==> config.mk <==
export PLATFORM = sky130hd
export DESIGN_NAME = uart_tx
export DESIGN_NICKNAME = d
export VERILOG_FILES = /design/src/rtl/uart_tx.sv
export SDC_FILE = /design/constraint.sdc
export NUM_CORES = 1
export LEC_CHECK = 0
export CORE_MARGIN = 2
export CORE_UTILIZATION = 55
export CTS_CLUSTER_SIZE = 20
export DETAILED_ROUTE_END_ITERATION = 8
export GPL_ROUTABILITY_DRIVEN = 0
export PLACE_DENSITY = 0.83
export SETUP_SLACK_MARGIN = 0.2
export SLEW_MARGIN = 20
export SYNTH_ARGS = -nofsm -noshare
export SYNTH_HDL_FRONTEND = slang
export SYNTH_SLANG_ARGS = --single-unit
export TNS_END_PERCENT = 30
==> constraint.sdc <==
create_clock -name clk -period 2.5 [get_ports clk]
set_input_delay 0.5 -clock clk [delete_from_list [all_inputs] [get_ports clk]]
set_output_delay 0.5 -clock clk [all_outputs]
set_load 0.01 [all_outputs]
==> src/rtl/uart_tx.sv <==
`default_nettype none
// ============================================================================
//  Module      : uart_tx
//  Description : Serial UART transmitter. Accepts one data word per
//                valid/ready handshake and sends a frame made of a start
//                bit, DATA_BITS data bits LSB-first, an optional parity bit
//                and one or two stop bits. Each bit lasts CLKS_PER_BIT
//                clocks. Back-to-back frames run with no idle gap.
//  Ports       : clk      - system clock, rising edge
//                rst      - synchronous reset, active low
//                tx_data  - word to send, sampled on the handshake edge
//                tx_valid - tx_data is valid
//                tx_ready - a word can be accepted this cycle
//                tx       - serial line, idle high (registered)
//                busy     - a frame is in progress
//                tx_done  - one-cycle pulse in the last stop-bit cycle
//  Revision    : 1.0 - initial release
// ============================================================================
module uart_tx #(
  parameter int CLKS_PER_BIT = 20,
  parameter int DATA_BITS    = 8,
  parameter int PARITY_EN    = 0,
  parameter int PARITY_ODD   = 0,
  parameter int STOP_BITS    = 1
) (
  input  logic                 clk,
  input  logic                 rst,
  input  logic [DATA_BITS-1:0] tx_data,
  input  logic                 tx_valid,
  output logic                 tx_ready,
  output logic                 tx,
  output logic                 busy,
  output logic                 tx_done
);

  localparam int CW = (CLKS_PER_BIT > 1) ? $clog2(CLKS_PER_BIT) : 1;
  localparam int IW = $clog2(DATA_BITS) + 1;

  localparam logic [CW-1:0] C_BAUD_LAST    = CW'(CLKS_PER_BIT - 1);
  localparam logic [CW-1:0] C_BAUD_PRELAST = CW'(CLKS_PER_BIT - 2);
  localparam logic [IW-1:0] C_IDX_LAST     = IW'(DATA_BITS - 1);
  localparam logic          C_STOP_LAST    = (STOP_BITS == 2);
  localparam logic          C_ODD          = (PARITY_ODD != 0);

  typedef enum logic [2:0] {
    S_IDLE   = 3'd0,
    S_START  = 3'd1,
    S_DATA   = 3'd2,
    S_PARITY = 3'd3,
    S_STOP   = 3'd4
  } state_t;

  state_t               r_state;
  logic [CW-1:0]        r_baud;
  logic [IW-1:0]        r_bit_idx;
  logic                 r_stop_idx;
  logic [DATA_BITS-1:0] r_shreg;
  logic                 r_parity;
  logic                 r_tx;
  logic                 r_busy;
  logic                 r_done;
  logic                 r_ready;

  logic                 w_accept;
  logic                 w_baud_end;
  logic [DATA_BITS-1:0] w_shifted;

  assign w_accept   = tx_valid & r_ready;
  assign w_baud_end = (r_baud == C_BAUD_LAST);
  assign w_shifted  = r_shreg >> 1;

  assign tx       = r_tx;
  assign busy     = r_busy;
  assign tx_done  = r_done;
  assign tx_ready = r_ready;

  // tx_ready and tx_done are registered, so they are raised one edge early:
  // on the edge that moves the baud counter into the last cycle of the
  // last stop bit.
  always_ff @(posedge clk) begin
    if (!rst) begin
      r_state    <= S_IDLE;
      r_baud     <= '0;
      r_bit_idx  <= '0;
      r_stop_idx <= 1'b0;
      r_shreg    <= '0;
      r_parity   <= 1'b0;
      r_tx       <= 1'b1;
      r_busy     <= 1'b0;
      r_done     <= 1'b0;
      r_ready    <= 1'b1;
    end else begin
      r_done  <= 1'b0;
      r_ready <= 1'b0;
      case (r_state)
        S_IDLE: begin
          r_tx <= 1'b1;
          if (w_accept) begin
            r_shreg    <= tx_data;
            r_parity   <= (^tx_data) ^ C_ODD;
            r_baud     <= '0;
            r_bit_idx  <= '0;
            r_stop_idx <= 1'b0;
            r_tx       <= 1'b0;
            r_busy     <= 1'b1;
            r_state    <= S_START;
          end else begin
            r_ready <= 1'b1;
          end
        end

        S_START: begin
          if (w_baud_end) begin
            r_baud    <= '0;
            r_bit_idx <= '0;
            r_tx      <= r_shreg[0];
            r_state   <= S_DATA;
          end else begin
            r_baud <= r_baud + CW'(1);
          end
        end

        S_DATA: begin
          if (w_baud_end) begin
            r_baud <= '0;
            if (r_bit_idx == C_IDX_LAST) begin
              if (PARITY_EN != 0) begin
                r_tx    <= r_parity;
                r_state <= S_PARITY;
              end else begin
                r_tx       <= 1'b1;
                r_stop_idx <= 1'b0;
                r_state    <= S_STOP;
              end
            end else begin
              r_shreg   <= w_shifted;
              r_tx      <= w_shifted[0];
              r_bit_idx <= r_bit_idx + IW'(1);
            end
          end else begin
            r_baud <= r_baud + CW'(1);
          end
        end

        S_PARITY: begin
          if (w_baud_end) begin
            r_baud     <= '0;
            r_tx       <= 1'b1;
            r_stop_idx <= 1'b0;
            r_state    <= S_STOP;
          end else begin
            r_baud <= r_baud + CW'(1);
          end
        end

        S_STOP: begin
          r_tx <= 1'b1;
          if (w_baud_end && (r_stop_idx == C_STOP_LAST)) begin
            // Final cycle of the frame: either chain the next word or idle.
            r_baud <= '0;
            if (w_accept) begin
              r_shreg    <= tx_data;
              r_parity   <= (^tx_data) ^ C_ODD;
              r_bit_idx  <= '0;
              r_stop_idx <= 1'b0;
              r_tx       <= 1'b0;
              r_state    <= S_START;
            end else begin
              r_busy  <= 1'b0;
              r_ready <= 1'b1;
              r_state <= S_IDLE;
            end
          end else if (w_baud_end) begin
            r_baud     <= '0;
            r_stop_idx <= 1'b1;
          end else begin
            r_baud <= r_baud + CW'(1);
            if ((r_stop_idx == C_STOP_LAST) && (r_baud == C_BAUD_PRELAST)) begin
              r_ready <= 1'b1;
              r_done  <= 1'b1;
            end
          end
        end

        default: begin
          r_tx    <= 1'b1;
          r_busy  <= 1'b0;
          r_ready <= 1'b1;
          r_state <= S_IDLE;
        end
      endcase
    end
  end

endmodule
`default_nettype wire

Yosys cells after proc, flatten, opt, wreduce, memory -nomap -nowiden
Index checks and enable logic that the tools add are counted.
{"block": "op_classes", "add_sub_neg": 2, "n_eq_ne": 16, "muxes": 44, "bitwise_logic": 5, "reduce_logical": 16}
{"operator": "$mux W8", "count": 4}
{"operator": "$pmux W8 S3", "count": 1}
{"operator": "$mux W4", "count": 5}
{"operator": "$mux W1", "count": 18}
{"operator": "$mux W3", "count": 6}
{"operator": "$ne A2 B2 Y1 const B", "count": 8}
{"operator": "$pmux W4 S4", "count": 1}
{"operator": "$mux W5", "count": 3}
{"operator": "$pmux W3 S5", "count": 1}
{"operator": "$pmux W5 S3", "count": 1}
{"operator": "$eq A5 B5 Y1 const B", "count": 2}
{"operator": "$reduce_and A5 Y1", "count": 2}
{"operator": "$reduce_and A4 Y1", "count": 2}
{"operator": "$reduce_bool A4 Y1", "count": 2}
{"operator": "$eq A3 B2 Y1 const B", "count": 2}
{"operator": "$pmux W1 S3", "count": 2}
{"operator": "$reduce_and A6 Y1", "count": 1}
{"operator": "$reduce_bool A3 Y1", "count": 2}
{"operator": "$reduce_or A3 Y1", "count": 2}
{"operator": "$add A5 B1 Y5 const B", "count": 1}
{"operator": "$pmux W1 S5", "count": 1}
{"operator": "$add A4 B1 Y4 const B", "count": 1}
{"operator": "$eq A4 B3 Y1 const B", "count": 1}
{"operator": "$not A1 Y1", "count": 4}
{"operator": "other kinds (9)", "count": 10}
{"block": "word_totals", "reg_bits": 25, "inputBits": 11, "output_inout_bits": 4, "wordCells": 92}

Depth between registers and ports, before layout
{"block": "logic_depth", "ltp_word": 6, "mapped_depth": 7, "depth_no_buf": 5}

Worst setup path after synthesis
No wires, ideal clock.
{"block": "synth_timing", "kind": "register to register", "start": "reg r_baud[1]", "end": "reg r_shreg[0]", "setup_ns": 0.059, "arrival_time_ns": 1.711, "t_required_ns": 2.441, "path_slack_ns": 0.730, "path_stages_with_launch": 8, "path_buffers": 2, "period_less_slack_ns": 1.770, "cell_sequence": "dfxtp_1 > ha_1 > clkbuf_1 > nand4bb_1 > o31ai_4 > and2_1 > buf_4 > o211a_1"}
{"block": "synth_between", "elab_chain_cells": 4, "elab_cells_between_ends": 5, "cone_classes": "eq/ne (3); reduce/logical (2)"}
{"item": "start, declared", "line_no": "54", "text": "logic [CW-1:0] r_baud;"}
{"item": "start signal, assigned", "line_no": "119", "text": "r_baud <= r_baud + CW'(1);"}
{"item": "start signal, assigned", "line_no": "141", "text": "r_baud <= r_baud + CW'(1);"}
{"item": "start signal, assigned", "line_no": "152", "text": "r_baud <= r_baud + CW'(1);"}
{"item": "$eq A5 B5 Y1 *", "line_no": "69", "text": "assign w_baud_end = (r_baud == C_BAUD_LAST);"}
{"item": "$logic_and A1 B1 Y1", "line_no": "158", "text": "if (w_baud_end && (r_stop_idx == C_STOP_LAST)) begin"}
{"item": "$ne A2 B2 Y1 (no source line)"}
{"item": "$reduce_and A4 Y1 (no source line) *"}
{"item": "end signal, assigned", "line_no": "99", "text": "r_shreg <= tx_data;"}
{"item": "end signal, assigned", "line_no": "136", "text": "r_shreg <= w_shifted;"}
{"item": "end signal, assigned", "line_no": "162", "text": "r_shreg <= tx_data;"}
{"item": "end, declared", "line_no": "57", "text": "logic [DATA_BITS-1:0] r_shreg;"}
Mark *: on every way between the ends. The rest lies on a longest branch, timed or not.
A chain may end at the register's enable or synchronous reset.

Worst setup path after layout
{"block": "layout_timing", "start": "reg r_state[2]", "end": "reg r_shreg[1]"}
{"block": "layout_between", "elab_chain_cells": 3, "elab_cells_between_ends": 9, "cone_classes": "eq/ne (5); mux (1); reduce/logical (3)"}
{"item": "start, declared", "line_no": "53", "text": "state_t r_state;"}
{"item": "start signal, assigned", "line_no": "82", "text": "r_state <= S_IDLE;"}
{"item": "start signal, assigned", "line_no": "106", "text": "r_state <= S_START;"}
{"item": "start signal, assigned", "line_no": "117", "text": "r_state <= S_DATA;"}
{"item": "$eq A3 B2 Y1, or another cell as far along", "line_no": "95", "text": "case (r_state)"}
{"item": "$ne A2 B2 Y1 (no source line) or $reduce_bool A3 Y1 (tied branches)"}
{"item": "$reduce_and A4 Y1 (no source line)"}
Parallel ways exist; a longest one is shown, timed or not.

==> reports/results.ini <==
[outcome]
status = finished, final reports clean

[hold_path]
hold_path.class = reg -> reg

[logic_synthesis]
syn_avg_cell_area_um2 = 8.35
synthFlopType = dfxtp_1
synthArstFlopShare_pct = 0
synth_fp_nets = 186
synth-seq-cells = 25
synth.top_cell.area_share_pct = 34.8
ys_top_cells_by_area = dfxtp_1 35%, nand2_1 7.3%, o211a_1 4.9%, nand4_1 3.9%, nor2_1 2.9%
synth.distinct_cells = 52
ys_seq_area_share_pct = 34.8
yosys_warnings = 0
synth.largest_area_cell = dfxtp_1
synth-edff-count = 0
netlist_instances = 172
netlist_area_mm2 = 0.00144

[die]
die_w_um = 55.1
die_h_um = 55.1
core-area_mm2 = 0.00248
die_area_mm2 = 0.00304
ios = 15
initial_core_util_pct = 58.0
rows = 18

[cts]
clk_pin_slew_ns = 0.13
htree_levels = 1
cts_resized = 0
cts_root_buf = clkbuf_4
clk_path_buf_depth = 2
clkLatencyLatePin_ns = 0.31
cts_hold_buf = 0
post_cts_buffers = 0
cts.sinks = 25
cts_tree = built
cts_buffers = 3

[pwr]
leakage_nw = 0.677
finalPower_mw = 0.781
power.density_mw_per_mm2 = 472
peakVddDrop_mv = 0.405

[global_route]
grt_pass1_wl_um = 5460
grt_use_total_pct = 25.1
grt_overflow_total = 0
antenna_found_initial = 0
grt_max_degree = 17
grt_pass1_vias = 1244

[sta]
finalWorstSetupSlack_ns = 0.550
period_share_pct = 78.0
final.setup.tns_ns = 0
max_slew_margin_pct = 68.5
worstMarginPinSlew_ns = 0.471
maxSlewViolCount = 0
period_needed_ns = 1.95
fmax_mhz = 513
rsz0062_at_grt = no
final_hold_viol_count = 0
fin_skew_ns = 0.00276
finalSetupViolCount = 0

[route]
vias_per_cell = 6.28
vias = 1362
drt-total-wl_um = 3370
dr.pass1.iters = 4
antenna_left = 0
drc_errors = 0
avgRoutedWirePerCell_um = 15.5
dr.first_iter.drc_count = 59

[setup_path]
required_ns = 2.77
cp.arrival_ns = 2.22
crit_path_start_kind = flip-flop
crit_type = reg -> reg
endpoint_kind = flip-flop
crit_fanout = 10

[cells_and_area]
final.fill_count = 214
n_antenna_cell = 0
drive_gt1_share_pct = 10.7
synthToLayoutAreaGrowth_pct = 15.1
final_nets = 202

[place]
numPortBuffers = 14
dp_slack_ns = 0.421
dp_hpwl_um = 2450

[run]
drv_cap = 0

layout by cell type (no fill, tap or decap), types with 2 or more instances in the layout:
| master | count |
|---|---|
| nand2_1 | 28 |
| dfxtp_1 | 25 |
| clkdlybuf4s50_1 | 14 |
| nor2_1 | 11 |
| nand4_1 | 9 |
| o21ai_0 | 8 |
| buf_4 | 8 |
| nand3_1 | 7 |
| o211a_1 | 7 |
| inv_1 | 5 |
| a21boi_0 | 4 |
| a21oi_1 | 4 |
| a211oi_1 | 3 |
| nor3b_1 | 3 |
| o221a_2 | 3 |
| a31oi_1 | 3 |
| ha_1 | 3 |
| clkbuf_4 | 3 |
| nand4bb_1 | 2 |
| and2_1 | 2 |
| mux2i_1 | 2 |
| nor2b_1 | 2 |
per-layer routing:
metal,track usage (%),routed length [um],up-vias
li1,-,-,669
met1,30.0,1410,643
met2,47.6,1760,48
met3,2.42,189,2
met4,6.10,2,0
met5,0,0,-
final timing paths:
check                                start         end  slack, ns  cells past startpoint
worst max-delay path            r_state[2]  r_shreg[1]       0.55                      4
worst min register to register  r_stop_idx  r_stop_idx       0.47                      2
worst min-delay path            r_stop_idx  r_stop_idx       0.47                      2
worst max register to register  r_state[2]  r_shreg[1]       0.55                      4
worst max-delay path, cell delays in order (launching register included):
cell and delay (ns):
dfxtp_1 0.33, or3b_1 0.57, o31ai_4 0.47, and2_1 0.35
o211a_1 0.18
stage by stage:
stage,instances,instance area [um^2],utilization [%],hold WS [ns]
after floorplan,172,1440,-,0.429
after global placement,213,1630,65.6,0.441
after detailed placement,213,1630,65.6,0.449
after CTS,217,1650,66.7,0.469
after global routing,217,1650,66.7,0.486
final,217,1650,66.7,0.467
cell type report:
class	count	area (um^2)	area share [%]
clock buffer	3	22.5	1.36
multi-input combinational	131	868	52.5
inverter	5	18.8	1.14
sequential	25	500	30.3
timing repair buffer	22	200	12.1
tap	30	37.5	2.27
clock inverter	1	5.00	0.303
report_power, final:
part / internal (mW) / switching, mW
logic: 0.0800 / 0.0843
clock network: 0.0597 / 0.117
registers: 0.424 / 0.0161
total: 0.564 / 0.217
synth_stat cells, types with 2 or more instances:
library cell	n
nand3_1	7
o211a_1	7
nand4bb_1	2
nand2_1	28
inv_1	5
mux2i_1	2
o221a_2	3
nor2_1	11
nor3b_1	3
buf_4	2
nand4_1	9
and2_1	2
a21oi_1	4
a211oi_1	3
clkbuf_1	8
nor2b_1	2
o21ai_0	8
a21boi_0	4
a31oi_1	3
ha_1	3
dfxtp_1	25
cell families after synthesis:
family | after synthesis | synth area share [%]
adder cells (fa/ha/maj) | 3 | 2.61
XOR/XNOR | 1 | 0.610
flip-flops | 25 | 34.8
multiplexers | 2 | 1.39
buffers and inverters | 16 | 4.70
AO/OA/AOI/OAI | 48 | 26.4
AND/OR/NAND/NOR | 77 | 29.4
sequential cells by signal, indices dropped and copies added (netlist names):
| name | flops |
|---|---|
| tx_done | 1 |
| r_baud | 5 |
| busy | 1 |
| r_shreg | 8 |
| tx_ready | 1 |
| r_bit_idx | 4 |
| r_state | 3 |
| tx | 1 |
| r_stop_idx | 1 |
Note: power is estimated with default switching activity, not from simulation.
